===== src/rtl/cc_level_sequencer_pkg.sv =====
// Shared level codes, level lengths and sequencer state encoding.
// Imported by the sequencer, its length LUT and the data handler.
package cc_level_sequencer_pkg;

  localparam int CL_W  = 3;
  localparam int LP_W  = 5;

  localparam logic [CL_W-1:0] LVL_IDLE = 3'd0;
  localparam logic [CL_W-1:0] LVL_1    = 3'd2;
  localparam logic [CL_W-1:0] LVL_2    = 3'd4;
  localparam logic [CL_W-1:0] LVL_3    = 3'd6;
  localparam logic [CL_W-1:0] LVL_STEP = 3'd2;

  localparam int LEN_1       = 10;
  localparam int LEN_2       = 15;
  localparam int LEN_3       = 20;
  localparam int INTER_TICKS = 4;

  typedef enum logic [2:0] {
    ST_IDLE  = 3'd0,
    ST_RUN   = 3'd1,
    ST_PAUSE = 3'd2,
    ST_INTER = 3'd3,
    ST_WON   = 3'd4
  } seq_state_e;

endpackage


===== src/rtl/cc_level_sequencer_length_lut.sv =====
// Level code to row-count lookup.
// Purely combinational; unknown codes map to a zero length.
module cc_level_sequencer_length_lut
  import cc_level_sequencer_pkg::*;
#(
  parameter int CURRENTLEVEL_DATAWIDTH  = CL_W,
  parameter int LEVELPROGRESS_DATAWIDTH = LP_W,
  parameter int LEVEL1_LENGTH           = LEN_1,
  parameter int LEVEL2_LENGTH           = LEN_2,
  parameter int LEVEL3_LENGTH           = LEN_3
) (
  input  logic [CURRENTLEVEL_DATAWIDTH-1:0]  i_lvl,
  output logic [LEVELPROGRESS_DATAWIDTH-1:0] o_len
);

  localparam int CW = CURRENTLEVEL_DATAWIDTH;
  localparam int PW = LEVELPROGRESS_DATAWIDTH;

  // Decode the level code into its row count
  always_comb begin
    o_len = '0;
    unique case (1'b1)
      (i_lvl == CW'(LVL_1)): o_len = PW'(LEVEL1_LENGTH);
      (i_lvl == CW'(LVL_2)): o_len = PW'(LEVEL2_LENGTH);
      (i_lvl == CW'(LVL_3)): o_len = PW'(LEVEL3_LENGTH);
      default:               o_len = '0;
    endcase
  end

endmodule


===== src/rtl/cc_level_sequencer.sv =====
// Level sequencer: steps row index through three levels with
// interlevel gaps, pause, collision restart and a won state.
module cc_level_sequencer
  import cc_level_sequencer_pkg::*;
#(
  parameter int CURRENTLEVEL_DATAWIDTH  = CL_W,
  parameter int LEVELPROGRESS_DATAWIDTH = LP_W,
  parameter int LEVEL1_LENGTH           = LEN_1,
  parameter int LEVEL2_LENGTH           = LEN_2,
  parameter int LEVEL3_LENGTH           = LEN_3,
  parameter int INTERLEVEL_TICKS        = INTER_TICKS
) (
  input  logic CC_LEVEL_SEQUENCER_CLOCK_50,
  input  logic CC_LEVEL_SEQUENCER_RESET_InLow,
  input  logic CC_LEVEL_SEQUENCER_Start,
  input  logic CC_LEVEL_SEQUENCER_Tick,
  input  logic CC_LEVEL_SEQUENCER_Pause,
  input  logic CC_LEVEL_SEQUENCER_Collision,
  output logic [CURRENTLEVEL_DATAWIDTH-1:0]  CC_LEVEL_SEQUENCER_CurrentLvl,
  output logic [LEVELPROGRESS_DATAWIDTH-1:0] CC_LEVEL_SEQUENCER_LvlProgress,
  output logic CC_LEVEL_SEQUENCER_LoadRow,
  output logic CC_LEVEL_SEQUENCER_LevelDone,
  output logic CC_LEVEL_SEQUENCER_GameWon
);

  localparam int CW  = CURRENTLEVEL_DATAWIDTH;
  localparam int PW  = LEVELPROGRESS_DATAWIDTH;
  localparam int NW  = $clog2(INTERLEVEL_TICKS + 1);
  localparam logic [NW-1:0] CNT_LAST = NW'(INTERLEVEL_TICKS - 1);

  seq_state_e    r_state, w_nstate;
  logic [CW-1:0] r_lvl,   w_nlvl;
  logic [PW-1:0] r_prog,  w_nprog;
  logic [NW-1:0] r_cnt,   w_ncnt;
  logic          r_load,  w_nload;
  logic          r_done,  w_ndone;
  logic          r_won,   w_nwon;
  logic [PW-1:0] w_len;

  cc_level_sequencer_length_lut #(
    .CURRENTLEVEL_DATAWIDTH  (CW),
    .LEVELPROGRESS_DATAWIDTH (PW),
    .LEVEL1_LENGTH           (LEVEL1_LENGTH),
    .LEVEL2_LENGTH           (LEVEL2_LENGTH),
    .LEVEL3_LENGTH           (LEVEL3_LENGTH)
  ) u_lut (
    .i_lvl (r_lvl),
    .o_len (w_len)
  );

  // Next state and next registered outputs, Start first
  always_comb begin
    w_nstate = r_state;
    w_nlvl   = r_lvl;
    w_nprog  = r_prog;
    w_ncnt   = r_cnt;
    w_nload  = 1'b0;
    w_ndone  = 1'b0;
    if (CC_LEVEL_SEQUENCER_Start) begin
      w_nstate = ST_RUN;
      w_nlvl   = CW'(LVL_1);
      w_nprog  = PW'(1);
      w_ncnt   = '0;
      w_nload  = 1'b1;
    end else begin
      unique case (r_state)
        ST_RUN: begin
          if (CC_LEVEL_SEQUENCER_Collision) begin
            w_nprog = PW'(1);
            w_nload = 1'b1;
          end else if (CC_LEVEL_SEQUENCER_Pause) begin
            w_nstate = ST_PAUSE;
          end else if (CC_LEVEL_SEQUENCER_Tick) begin
            if (r_prog < w_len) begin
              w_nprog = r_prog + PW'(1);
              w_nload = 1'b1;
            end else begin
              w_nprog = '0;
              w_ndone = 1'b1;
              w_ncnt  = '0;
              w_nstate = (r_lvl < CW'(LVL_3))
                       ? ST_INTER : ST_WON;
            end
          end
        end
        ST_PAUSE: begin
          if (CC_LEVEL_SEQUENCER_Collision) begin
            w_nprog = PW'(1);
            w_nload = 1'b1;
          end else if (!CC_LEVEL_SEQUENCER_Pause) begin
            w_nstate = ST_RUN;
          end
        end
        ST_INTER: begin
          if (CC_LEVEL_SEQUENCER_Tick) begin
            if (r_cnt >= CNT_LAST) begin
              w_nstate = ST_RUN;
              w_nlvl   = r_lvl + CW'(LVL_STEP);
              w_nprog  = PW'(1);
              w_nload  = 1'b1;
              w_ncnt   = '0;
            end else begin
              w_ncnt = r_cnt + NW'(1);
            end
          end
        end
        default: begin
        end
      endcase
    end
    w_nwon = (w_nstate == ST_WON);
  end

  // State and output registers, cleared by async reset
  always_ff @(posedge CC_LEVEL_SEQUENCER_CLOCK_50 or
              negedge CC_LEVEL_SEQUENCER_RESET_InLow) begin
    if (!CC_LEVEL_SEQUENCER_RESET_InLow) begin
      r_state <= ST_IDLE;
      r_lvl   <= CW'(LVL_IDLE);
      r_prog  <= '0;
      r_cnt   <= '0;
      r_load  <= 1'b0;
      r_done  <= 1'b0;
      r_won   <= 1'b0;
    end else begin
      r_state <= w_nstate;
      r_lvl   <= w_nlvl;
      r_prog  <= w_nprog;
      r_cnt   <= w_ncnt;
      r_load  <= w_nload;
      r_done  <= w_ndone;
      r_won   <= w_nwon;
    end
  end

  assign CC_LEVEL_SEQUENCER_CurrentLvl  = r_lvl;
  assign CC_LEVEL_SEQUENCER_LvlProgress = r_prog;
  assign CC_LEVEL_SEQUENCER_LoadRow     = r_load;
  assign CC_LEVEL_SEQUENCER_LevelDone   = r_done;
  assign CC_LEVEL_SEQUENCER_GameWon     = r_won;

endmodule


===== config.mk =====
export PLATFORM = sky130hd
export DESIGN_NAME = cc_level_sequencer
export DESIGN_NICKNAME = d
export VERILOG_FILES = /design/src/rtl/cc_level_sequencer_pkg.sv /design/src/rtl/cc_level_sequencer_length_lut.sv /design/src/rtl/cc_level_sequencer.sv
export SDC_FILE = /design/constraint.sdc
export NUM_CORES = 1
export LEC_CHECK = 0
export BUFFER_PORTS_ARGS = -buffer_cell sky130_fd_sc_hd__buf_4
export CAP_MARGIN = 30
export CORE_ASPECT_RATIO = 1.1
export CORE_MARGIN = 3
export CORE_UTILIZATION = 56
export CTS_CLUSTER_SIZE = 8
export DETAILED_ROUTE_END_ITERATION = 12
export GPL_ROUTABILITY_DRIVEN = 1
export GPL_TIMING_DRIVEN = 1
export PLACE_DENSITY = 0.88
export SYNTH_ARGS = -nofsm -noshare
export SYNTH_HDL_FRONTEND = slang
export SYNTH_HIERARCHICAL = 1
export SYNTH_SLANG_ARGS = --single-unit
export TNS_END_PERCENT = 50

===== constraint.sdc =====
create_clock -name CC_LEVEL_SEQUENCER_CLOCK_50 -period 2.95 [get_ports CC_LEVEL_SEQUENCER_CLOCK_50]
set_clock_uncertainty 0.1 [all_clocks]
set_input_delay 0.295 -clock CC_LEVEL_SEQUENCER_CLOCK_50 [delete_from_list [all_inputs] [get_ports CC_LEVEL_SEQUENCER_CLOCK_50]]
set_output_delay 0.295 -clock CC_LEVEL_SEQUENCER_CLOCK_50 [all_outputs]
set_load 0.01 [all_outputs]

### Yosys cells after proc, flatten, opt, wreduce, memory -nomap -nowiden

Cells that the tools add are included.

* bits of input ports: 6
* register bits: 17
* word-level logic and storage cells: 85

* equality and inequality tests: 16
* muxes and demuxes: 48
* add/subtract/negate cells: 3
* reductions and logical operators: 8
* $lt $le $gt $ge: 3

Operators by type and width (number)
* two-way mux 3 bit: 21
* two-way mux 5 bit: 8
* one-hot mux 5 bit (3 select lines): 2
* inequality test 3 bit, second input constant: 7
* two-way mux 1 bit: 14
* AND reduction 6 bit: 2
* == test 3 x 2 -> 1 bit, second input constant: 3
* == test 3 bit, second input constant: 3
* one-hot mux 3 bit (3 select lines): 1
* inequality test 4 bit, second input constant: 2
* one-hot mux 3 bit (2 select lines): 1
* nonzero test 2 bit: 3
* adder 5 x 1 -> 5 bit, second input constant: 1
* < comparator 5 bit: 1
* nonzero test 4 bit: 1
* adder 3 x 1 -> 3 bit, second input constant: 1
* adder 3 x 2 -> 3 bit, second input constant: 1
* == test 3 x 1 -> 1 bit, second input constant: 1
* >= comparator 3 x 2 -> 1 bit, second input constant: 1
* < comparator 3 bit, second input constant: 1
* one-hot mux 1 bit (3 select lines): 1
* AND reduction 3 bit: 1
* nonzero test 3 bit: 1

### Longest topological paths before layout

Gate-level depths: netlist of the first run.

* depth after elaboration: 10
* depth in mapped cells: 9
* mapped depth without buffers: 9

### Modules after synthesis

The synthesis of the first run kept the hierarchy.

Modules (own cells, without submodules)
* cc_level_sequencer: cells each 132, seq. area each 400.4 sq um, area each 1211.2 sq um, instances 1
* cc_level_sequencer_length_lut: cells each 6, seq. area each 0.0 sq um, area each 47.5 sq um, instances 1

### Least setup slack after synthesis of the first run

OpenSTA, ideal clock, no wires.

* kind: reg2reg
* from: register r_lvl[2] (netlist: CC_LEVEL_SEQUENCER_CurrentLvl[2])
* to: register r_won (netlist: CC_LEVEL_SEQUENCER_GameWon)
* period minus slack after synthesis: 2167 ps
* stages on the path, launching flop included: 9
* arrival: 1962 ps
* buffers on the path: 0
* data required time: 2745 ps
* library setup time: 105 ps
* path slack: 783 ps
* cells stage by stage: dfrtp_1 > nor2b_4 > and2_1 > inv_1 > ha_1 > a21o_1 > a31oi_1 > o21ai_0 > nor4b_1

* longest elaborated chain between the ends: 10
* elaborated cells between the ends (all ways): 14

RTL lines
* start: declaration: line cc_level_sequencer.sv:32 `logic [CW-1:0] r_lvl, w_nlvl;`
* start signal: assignment: line cc_level_sequencer.sv:119 `r_lvl <= CW'(LVL_IDLE);`
* start signal: assignment: line cc_level_sequencer.sv:127 `r_lvl <= w_nlvl;`
* == test 3 bit (tied with other cells): line cc_level_sequencer_length_lut.sv:25 `(i_lvl == CW'(LVL_3)): o_len = PW'(LEVEL3_LENGTH);`
* one-hot mux 5 bit (3 select lines) *: line cc_level_sequencer_length_lut.sv:22 `unique case (1'b1)`
* named net w_len[2]: line cc_level_sequencer.sv:38 `logic [PW-1:0] w_len;`
* < comparator 5 bit *: line cc_level_sequencer.sv:74 `if (r_prog < w_len) begin`
* two-way mux 3 bit *: line cc_level_sequencer.sv:74
* two-way mux 3 bit *: line cc_level_sequencer.sv:73 `end else if (CC_LEVEL_SEQUENCER_Tick) begin`
* two-way mux 3 bit *: line cc_level_sequencer.sv:71 `end else if (CC_LEVEL_SEQUENCER_Pause) begin`
* two-way mux 3 bit *: line cc_level_sequencer.sv:68 `if (CC_LEVEL_SEQUENCER_Collision) begin`
* one-hot mux 3 bit (3 select lines) *: line cc_level_sequencer.sv:66 `unique case (r_state)`
* two-way mux 3 bit *: line cc_level_sequencer.sv:59 `if (CC_LEVEL_SEQUENCER_Start) begin`
* named net w_nstate[1]: line cc_level_sequencer.sv:31 `seq_state_e r_state, w_nstate;`
* == test 3 bit *: line cc_level_sequencer.sv:111 `w_nwon = (w_nstate == ST_WON);`
* named net w_nwon: line cc_level_sequencer.sv:37 `logic r_won, w_nwon;`
* end signal: assignment: line cc_level_sequencer.sv:132 `r_won <= w_nwon;`
* end: declaration: line cc_level_sequencer.sv:37

The timed path passes the listed nets; every way through them passes the cells marked *.
A chain may end at the register's enable or synchronous reset.

### Worst setup path in the final report of the first run

Ends and elaborated chain as after synthesis.

==> results of run 1 <==
power by group through the flow:
stage / logic [mW] / registers, mW / clock network [mW]
2_1_floorplan: 0.133 / 0.260 / 0
3_3_place_gp: 0.157 / 0.268 / 0
3_5_place_dp: 0.166 / 0.269 / 0
4_1_cts: 0.167 / 0.265 / 0.119
5_1_grt: 0.187 / 0.269 / 0.129
6_report: 0.168 / 0.266 / 0.118
through the flow:
stage / hold slack, ns / std cells / power, mW
2_1_floorplan: -0.101 / 140 / 0.392
3_3_place_gp: 0.0668 / 176 / 0.425
3_5_place_dp: 0.0747 / 176 / 0.435
4_1_cts: 0.201 / 180 / 0.551
5_1_grt: 0.221 / 180 / 0.584
6_report: 0.201 / 180 / 0.552
kinds of logic after synthesis:
| group | share of synthesized area (%) |
|---|---|
| buffers and inverters | 9.44 |
| and+or+nand+nor | 24.1 |
| AOI/OAI and AO/OA | 22.5 |
| xor gates and xnor gates | 1.39 |
| muxes | 2.58 |
| DFF | 31.8 |
| other | 0.298 |
| adders and majority gates | 7.95 |
cell type report:
type / count / area (sq um)
timing repair buffer: 16 / 123
inverter: 13 / 51.3
sequential: 16 / 400
tap: 28 / 35.0
clock buffer: 3 / 22.5
multi-input combinational: 104 / 747
fill: 158 / 684
how the worst max path moves through the flow:
stage / start / to / slack, ns
after floorplan: CC_LEVEL_SEQUENCER_CurrentLvl[2]$_DFFE_PN0P_ / CC_LEVEL_SEQUENCER_GameWon$_DFF_PN0_ / 0.78
after global placement: CC_LEVEL_SEQUENCER_CurrentLvl[2]$_DFFE_PN0P_ / CC_LEVEL_SEQUENCER_GameWon$_DFF_PN0_ / 0.61
after detailed placement: CC_LEVEL_SEQUENCER_CurrentLvl[2]$_DFFE_PN0P_ / CC_LEVEL_SEQUENCER_GameWon$_DFF_PN0_ / 0.55
after CTS: CC_LEVEL_SEQUENCER_CurrentLvl[2]$_DFFE_PN0P_ / r_cnt[2]$_DFFE_PN0P_ / 0.53
after global routing: CC_LEVEL_SEQUENCER_CurrentLvl[1]$_DFFE_PN0P_ / CC_LEVEL_SEQUENCER_GameWon$_DFF_PN0_ / 0.26
final: CC_LEVEL_SEQUENCER_CurrentLvl[2]$_DFFE_PN0P_ / CC_LEVEL_SEQUENCER_GameWon$_DFF_PN0_ / 0.54
sequential cells by signal (all words and copies together) (netlist names):
signal,flops
CC_LEVEL_SEQUENCER_LvlProgress,5
r_cnt,3
r_state,3
CC_LEVEL_SEQUENCER_CurrentLvl,2
CC_LEVEL_SEQUENCER_GameWon,1
CC_LEVEL_SEQUENCER_LevelDone,1
CC_LEVEL_SEQUENCER_LoadRow,1
worst max-delay path, cell delays in order, from the launching register on:
cell and delay (ns):
sky130_fd_sc_hd__dfrtp_1 0.45, sky130_fd_sc_hd__nor2b_4 0.18, sky130_fd_sc_hd__and2_1 0.13, sky130_fd_sc_hd__inv_1 0.04, sky130_fd_sc_hd__ha_1 0.30, sky130_fd_sc_hd__a21o_1 0.18, sky130_fd_sc_hd__a31oi_1 0.40, sky130_fd_sc_hd__o21ai_0 0.22
sky130_fd_sc_hd__nor4b_1 0.31
per-layer routing:
metal  vias to the layer above  track usage [%]
met5                         -                0
met3                         5             2.41
met1                       522             26.5
met4                         0             7.31
li1                        521                -
met2                        39             36.3
cells in the mapped netlist (all sizes together) (2+ instances only):
cell,number
dfrtp,16
inv,13
nor2,12
ha,8
nand2,8
o21ai,8
buf,6
nand3,6
a21oi,5
nor3,5
a31oi,4
and2,4
nand2b,4
nor2b,4
a221o,2
a22oi,2
mux2,2
o2111a,2
o31ai,2
or2,2
xnor2,2
==> insert_results.sql, run 1 <==
INSERT INTO impl_metrics (metric_group, metric, value, unit) VALUES
('sta', 'worstMarginPinSlew', '0.508', 'ns'),
('sta', 'rsz0062_at_grt', 'no', ''),
('sta', 'worst_slack', '0.543', 'ns'),
('placed_design', 'dpl_ws', '0.547', 'ns'),
('clock_tree', 'cts_tree', 'done', ''),
('synthesis', 'synth-main-ff-cell', 'sky130_fd_sc_hd__dfrtp_1', ''),
('route', 'detailedRoute.firstPassIterationCount', '4', ''),
('clock_tree', 'cts_root_buffer', 'sky130_fd_sc_hd__clkbuf_4', ''),
('placed_design', 'instance_area_at_placement', '0.00135', 'sq mm'),
('power', 'p_leak', '0.657', 'nW'),
('critical_path', 'timing.reg2reg.worst_path_depth', '8', ''),
('die', 'die_h', '55.7', 'um'),
('power', 'vdd.ir_drop.worst', '0.240', 'mV'),
('layout', 'fin_area', '0.00138', 'sq mm'),
('sta', 'final_min_period_over_clock_period', '81.6', '%'),
('synthesis', 'yosys.area.top_type_share', '31.8', '%'),
('synthesis', 'post_synth.cell_area_avg', '9.12', 'sq um'),
('synthesis', 'ys_seq_area_share', '31.8', '%'),
('route', 'detail_route.drc_violations', '0', ''),
('clock_tree', 'clkSinkCount', '16', ''),
('sta', 'period_needed', '2.41', 'ns'),
('status', 'run_status', 'complete, no violations', ''),
('route', 'route.vias.total', '1087', ''),
('die', 'num_io_pins', '17', ''),
('die', 'placeableCoreArea', '0.00206', 'sq mm'),
('die', 'initial_core_util', '61.0', '%'),
('placed_design', 'port-buffer-count', '15', ''),
('hold_path', 'hold-path-cell-count', '2', ''),
('die', 'die_area', '0.00285', 'sq mm'),
('hold_path', 'holdCritPathClass', 'in -> reg', ''),
('critical_path', 'critPathCaptureType', 'flop', ''),
('route', 'met1Wirelength', '1150', 'um'),
('power', 'power_switching', '0.194', 'mW'),
('critical_path', 'path_max_fanout', '7', ''),
('synthesis', 'yosysUniqueCellTypes', '50', ''),
('critical_path', 'timing.reg2reg.setup_slack', '0.54', 'ns'),
('power', 'seq_pwr_share', '48.1', '%'),
('global_route', 'global_route.overflow_total', '0', ''),
('critical_path', 'worst_setup_path_start_kind', 'flop', ''),
('global_route', 'grt_first_pass_wirelength', '4710', 'um'),
('route', 'via_count_normalized_by_instance_count', '6.04', ''),
('synthesis', 'syn-instance-count', '138', ''),
('clock_tree', 'number_of_buffers_inserted_by_post_cts_setup_repair', '0', ''),
('clock_tree', 'worst_setup_hold_path_clk_slew', '0.09', 'ns'),
('route', 'route.met2.wl', '1360', 'um'),
('critical_path', 'required', '3.04', 'ns'),
('layout', 'final_core_util', '66.8', '%'),
('layout', 'syn2layout_area_growth', '9.54', '%'),
('sta', 'maxSlewViolCount', '0', ''),
('synthesis', 'postSynthRegisterBits', '16', ''),
('die', 'chipWidth', '51.2', 'um'),
('layout', 'layout.cells.most_common', 'sky130_fd_sc_hd__dfrtp_1', ''),
('route', 'routed-wl-met3', '135', 'um'),
('power', 'cellInternalPower', '0.358', 'mW'),
('synthesis', 'synth-async-reset-ratio', '100', '%'),
('global_route', 'overall_global_routing_resource_usage', '21.0', '%'),
('route', 'postRouteAntennaNets', '0', ''),
('sta', 'final_setup_violation_count', '0', ''),
('global_route', 'grt_pass1_vias', '1075', ''),
('placed_design', 'gpl.final_weighted_congestion', '0.877', ''),
('global_route', 'grt_antenna_before_repair', '0', ''),
('hold_path', 'holdCritStartpoint', 'CC_LEVEL_SEQUENCER_Start', ''),
('critical_path', 'timing.rr.end', 'CC_LEVEL_SEQUENCER_GameWon$_DFF_PN0_', ''),
('hold_path', 'min_to', 'CC_LEVEL_SEQUENCER_CurrentLvl[2]$_DFFE_PN0P_', ''),
('critical_path', 'timing.setup.critical_path_class', 'reg -> reg', ''),
('global_route', 'grt_max_degree', '17', ''),
('route', 'first_iter_violations', '42', ''),
('power', 'power.clock.fraction', '21.5', '%'),
('synthesis', 'synth_enable_flop_cells', '0', ''),
('sta', 'finalSetupTns', '0', 'ns'),
('layout', 'finalNetCount', '168', '');
No activity file was read; power rests on OpenSTA's default activity.
==> run 2, diff against run 1 <==
==> constraint.sdc (replaced) <==
create_clock -name CC_LEVEL_SEQUENCER_CLOCK_50 -period 2.4 [get_ports CC_LEVEL_SEQUENCER_CLOCK_50]
set_clock_uncertainty 0.1 [all_clocks]
set_input_delay 0.24 -clock CC_LEVEL_SEQUENCER_CLOCK_50 [delete_from_list [all_inputs] [get_ports CC_LEVEL_SEQUENCER_CLOCK_50]]
set_output_delay 0.24 -clock CC_LEVEL_SEQUENCER_CLOCK_50 [all_outputs]
set_load 0.01 [all_outputs]
==> insert_results.sql, run 2 (synthesis results as in run 1) <==
INSERT INTO impl_metrics (metric_group, metric, value, unit) VALUES
('status', 'run_status', 'complete, no violations', ''),
('global_route', 'overall_global_routing_resource_usage', '20.9', '%'),
('die', 'initial_core_util', '61.0', '%'),
('sta', 'maxSlewViolCount', '0', ''),
('global_route', 'grt_max_degree', '17', ''),
('clock_tree', 'clk-insertion-delay-late', '0.29', 'ns'),
('critical_path', 'critPathCaptureType', 'flop', ''),
('clock_tree', 'clock_h_tree_levels', '1', ''),
('route', 'via_count_normalized_by_instance_count', '6.10', ''),
('layout', 'antenna_fix_cells', '0', ''),
('hold_path', 'holdCritStartpoint', 'CC_LEVEL_SEQUENCER_Start', ''),
('critical_path', 'cp_slowest_cell', 'sky130_fd_sc_hd__dfrtp_1', ''),
('layout', 'layout.cells.most_common', 'sky130_fd_sc_hd__buf_4', ''),
('die', 'chipWidth', '51.2', 'um'),
('global_route', 'grt_antenna_before_repair', '0', ''),
('die', 'core_rows', '17', ''),
('hold_path', 'min_to', 'CC_LEVEL_SEQUENCER_CurrentLvl[2]$_DFFE_PN0P_', ''),
('placed_design', 'port-buffer-count', '15', ''),
('route', 'detailedRoute.firstPassIterationCount', '4', ''),
('placed_design', 'detailed_place_hpwl', '2060', 'um'),
('sta', 'worst_slack', '0.162', 'ns'),
('critical_path', 'timing.setup.critical_path_class', 'reg -> reg', ''),
('die', 'die_h', '55.7', 'um'),
('route', 'route.vias.total', '1116', ''),
('sta', 'final_setup_violation_count', '0', ''),
('layout', 'finalNetCount', '171', ''),
('hold_path', 'holdCritPathClass', 'in -> reg', ''),
('die', 'num_io_pins', '17', ''),
('placed_design', 'dpl_ws', '-0.0418', 'ns'),
('route', 'wl_per_cell', '15.0', 'um'),
('sta', 'fmax_achieved', '447', 'MHz'),
('clock_tree', 'worst_setup_hold_path_clk_slew', '0.09', 'ns'),
('die', 'die_area', '0.00285', 'sq mm'),
('flow_run', 'max_cap_violations', '0', ''),
('critical_path', 'timing.reg2reg.setup_slack', '0.16', 'ns'),
('die', 'placeableCoreArea', '0.00206', 'sq mm'),
('layout', 'layout_common_cells', '18 x sky130_fd_sc_hd__buf_4, 16 x sky130_fd_sc_hd__dfrtp_1, 12 x sky130_fd_sc_hd__inv_1, 11 x sky130_fd_sc_hd__nor2_1', ''),
('critical_path', 'timing.reg2reg.worst_path_depth', '8', ''),
('sta', 'final_min_period_over_clock_period', '93.3', '%'),
('route', 'postRouteAntennaNets', '0', ''),
('layout', 'largest_register_ff_count', '5', ''),
('critical_path', 'worstPathCellList', 'nor2b_4 -> and2_1 -> inv_1 -> ha_1 -> a21o_1 -> a31oi_4 -> o21ai_0 -> nor4b_1', ''),
('placed_design', 'gpl.final_weighted_congestion', '0.870', ''),
('route', 'first_iter_violations', '68', ''),
('clock_tree', 'numCtsBuffers', '3', ''),
('layout', 'drive_gt1_share', '25.8', '%'),
('clock_tree', 'cts_max_path_buffers', '2', ''),
('clock_tree', 'clkSinkCount', '16', ''),
('layout', 'post_layout_nonfiller_instances', '183', ''),
('sta', 'rsz0062_at_grt', 'no', ''),
('clock_tree', 'cts_tree', 'done', ''),
('hold_path', 'hold-path-cell-count', '2', ''),
('power', 'p_leak', '0.676', 'nW'),
('critical_path', 'path_buf_inv', '1', ''),
('critical_path', 'worst_r2r_startpoint', 'CC_LEVEL_SEQUENCER_CurrentLvl[2]$_DFFE_PN0P_', ''),
('critical_path', 'path_max_fanout', '7', ''),
('critical_path', 'timing.rr.end', 'CC_LEVEL_SEQUENCER_GameWon$_DFF_PN0_', ''),
('critical_path', 'worst_setup_path_start_kind', 'flop', ''),
('global_route', 'global_route.overflow_total', '0', ''),
('critical_path', 'worst_ep_arrival_time', '2.32', 'ns'),
('sta', 'timing_hold_violations_final', '0', ''),
('global_route', 'grt_pass1_vias', '1029', ''),
('layout', 'syn2layout_area_growth', '12.8', '%'),
('route', 'detail_route.drc_violations', '0', ''),
('critical_path', 'timing.critical_path.slowest_cell_delay', '0.41', 'ns'),
('sta', 'period_needed', '2.24', 'ns'),
('clock_tree', 'cts_root_buffer', 'sky130_fd_sc_hd__clkbuf_4', ''),
('global_route', 'grt_first_pass_wirelength', '4640', 'um'),
('critical_path', 'required', '2.48', 'ns'),
('route', 'drt_wl_total', '2740', 'um'),
('placed_design', 'dpl.cell_count', '178', ''),
('power', 'vdd.ir_drop.worst', '0.431', 'mV'),
('power', 'powerDensity', '484', 'mW/mm^2'),
('critical_path', 'cpLargestDelayFamily', 'compound AO/OA/AOI/OAI gates', '');
[run 2: metal layers]
metal	wire length, um	GRT usage, %	vias up
met2	1380	34.1	46
met3	167	4.29	4
met5	0	0	-
met1	1160	27.2	537
met4	33	6.92	0
li1	-	-	529
[run 2: how the worst max path moves through the flow]
stage | from | endpoint | slack, ns | cells after the start
2_1_floorplan | CC_LEVEL_SEQUENCER_CurrentLvl[2]$_DFFE_PN0P_ | CC_LEVEL_SEQUENCER_GameWon$_DFF_PN0_ | 0.23 | 8
3_3_place_gp | CC_LEVEL_SEQUENCER_CurrentLvl[2]$_DFFE_PN0P_ | CC_LEVEL_SEQUENCER_GameWon$_DFF_PN0_ | 0.11 | 8
3_5_place_dp | CC_LEVEL_SEQUENCER_CurrentLvl[2]$_DFFE_PN0P_ | CC_LEVEL_SEQUENCER_GameWon$_DFF_PN0_ | -0.04 | 9
4_1_cts | CC_LEVEL_SEQUENCER_CurrentLvl[2]$_DFFE_PN0P_ | CC_LEVEL_SEQUENCER_GameWon$_DFF_PN0_ | 0.04 | 9
5_1_grt | CC_LEVEL_SEQUENCER_CurrentLvl[1]$_DFFE_PN0P_ | CC_LEVEL_SEQUENCER_GameWon$_DFF_PN0_ | 0.003 | 9
6_report | CC_LEVEL_SEQUENCER_CurrentLvl[2]$_DFFE_PN0P_ | CC_LEVEL_SEQUENCER_GameWon$_DFF_PN0_ | 0.16 | 8
[run 2: report_power, final]
part | leakage, nW | switching (mW) | internal [mW]
Combinational | 0.458 | 0.121 | 0.0959
Clock | 0.0138 | 0.0861 | 0.0584
Sequential | 0.204 | 0.0356 | 0.291
[run 2: final cells by class]
cell class	instances	area, sq um
clock buffer	3	22.5
fill	165	643
inverter	13	51.3
multi-input combinational	104	766
sequential	16	400
tap	28	35.0
timing repair buffer	19	145
[run 2: repair_timing]
item,CTS,global route
hold buffers,1,0
gates resized for setup,1,4
pin swaps,0,1
setup buffers,0,1
hold endpoints to repair,16,0
setup endpoints to repair,1,7
[run 2: through the flow]
stage	power, mW	area (sq um)	setup TNS [ns]	util, %	hold slack [ns]
floorplan	0.482	1270	0	-	-0.156
global placement	0.525	1360	0	66.0	0.0122
detailed placement	0.535	1360	-0.0418	66.0	0.0120
CTS	0.678	1400	0	67.9	0.140
global route	0.730	1420	0	68.8	0.160
finish	0.688	1420	0	68.8	0.142
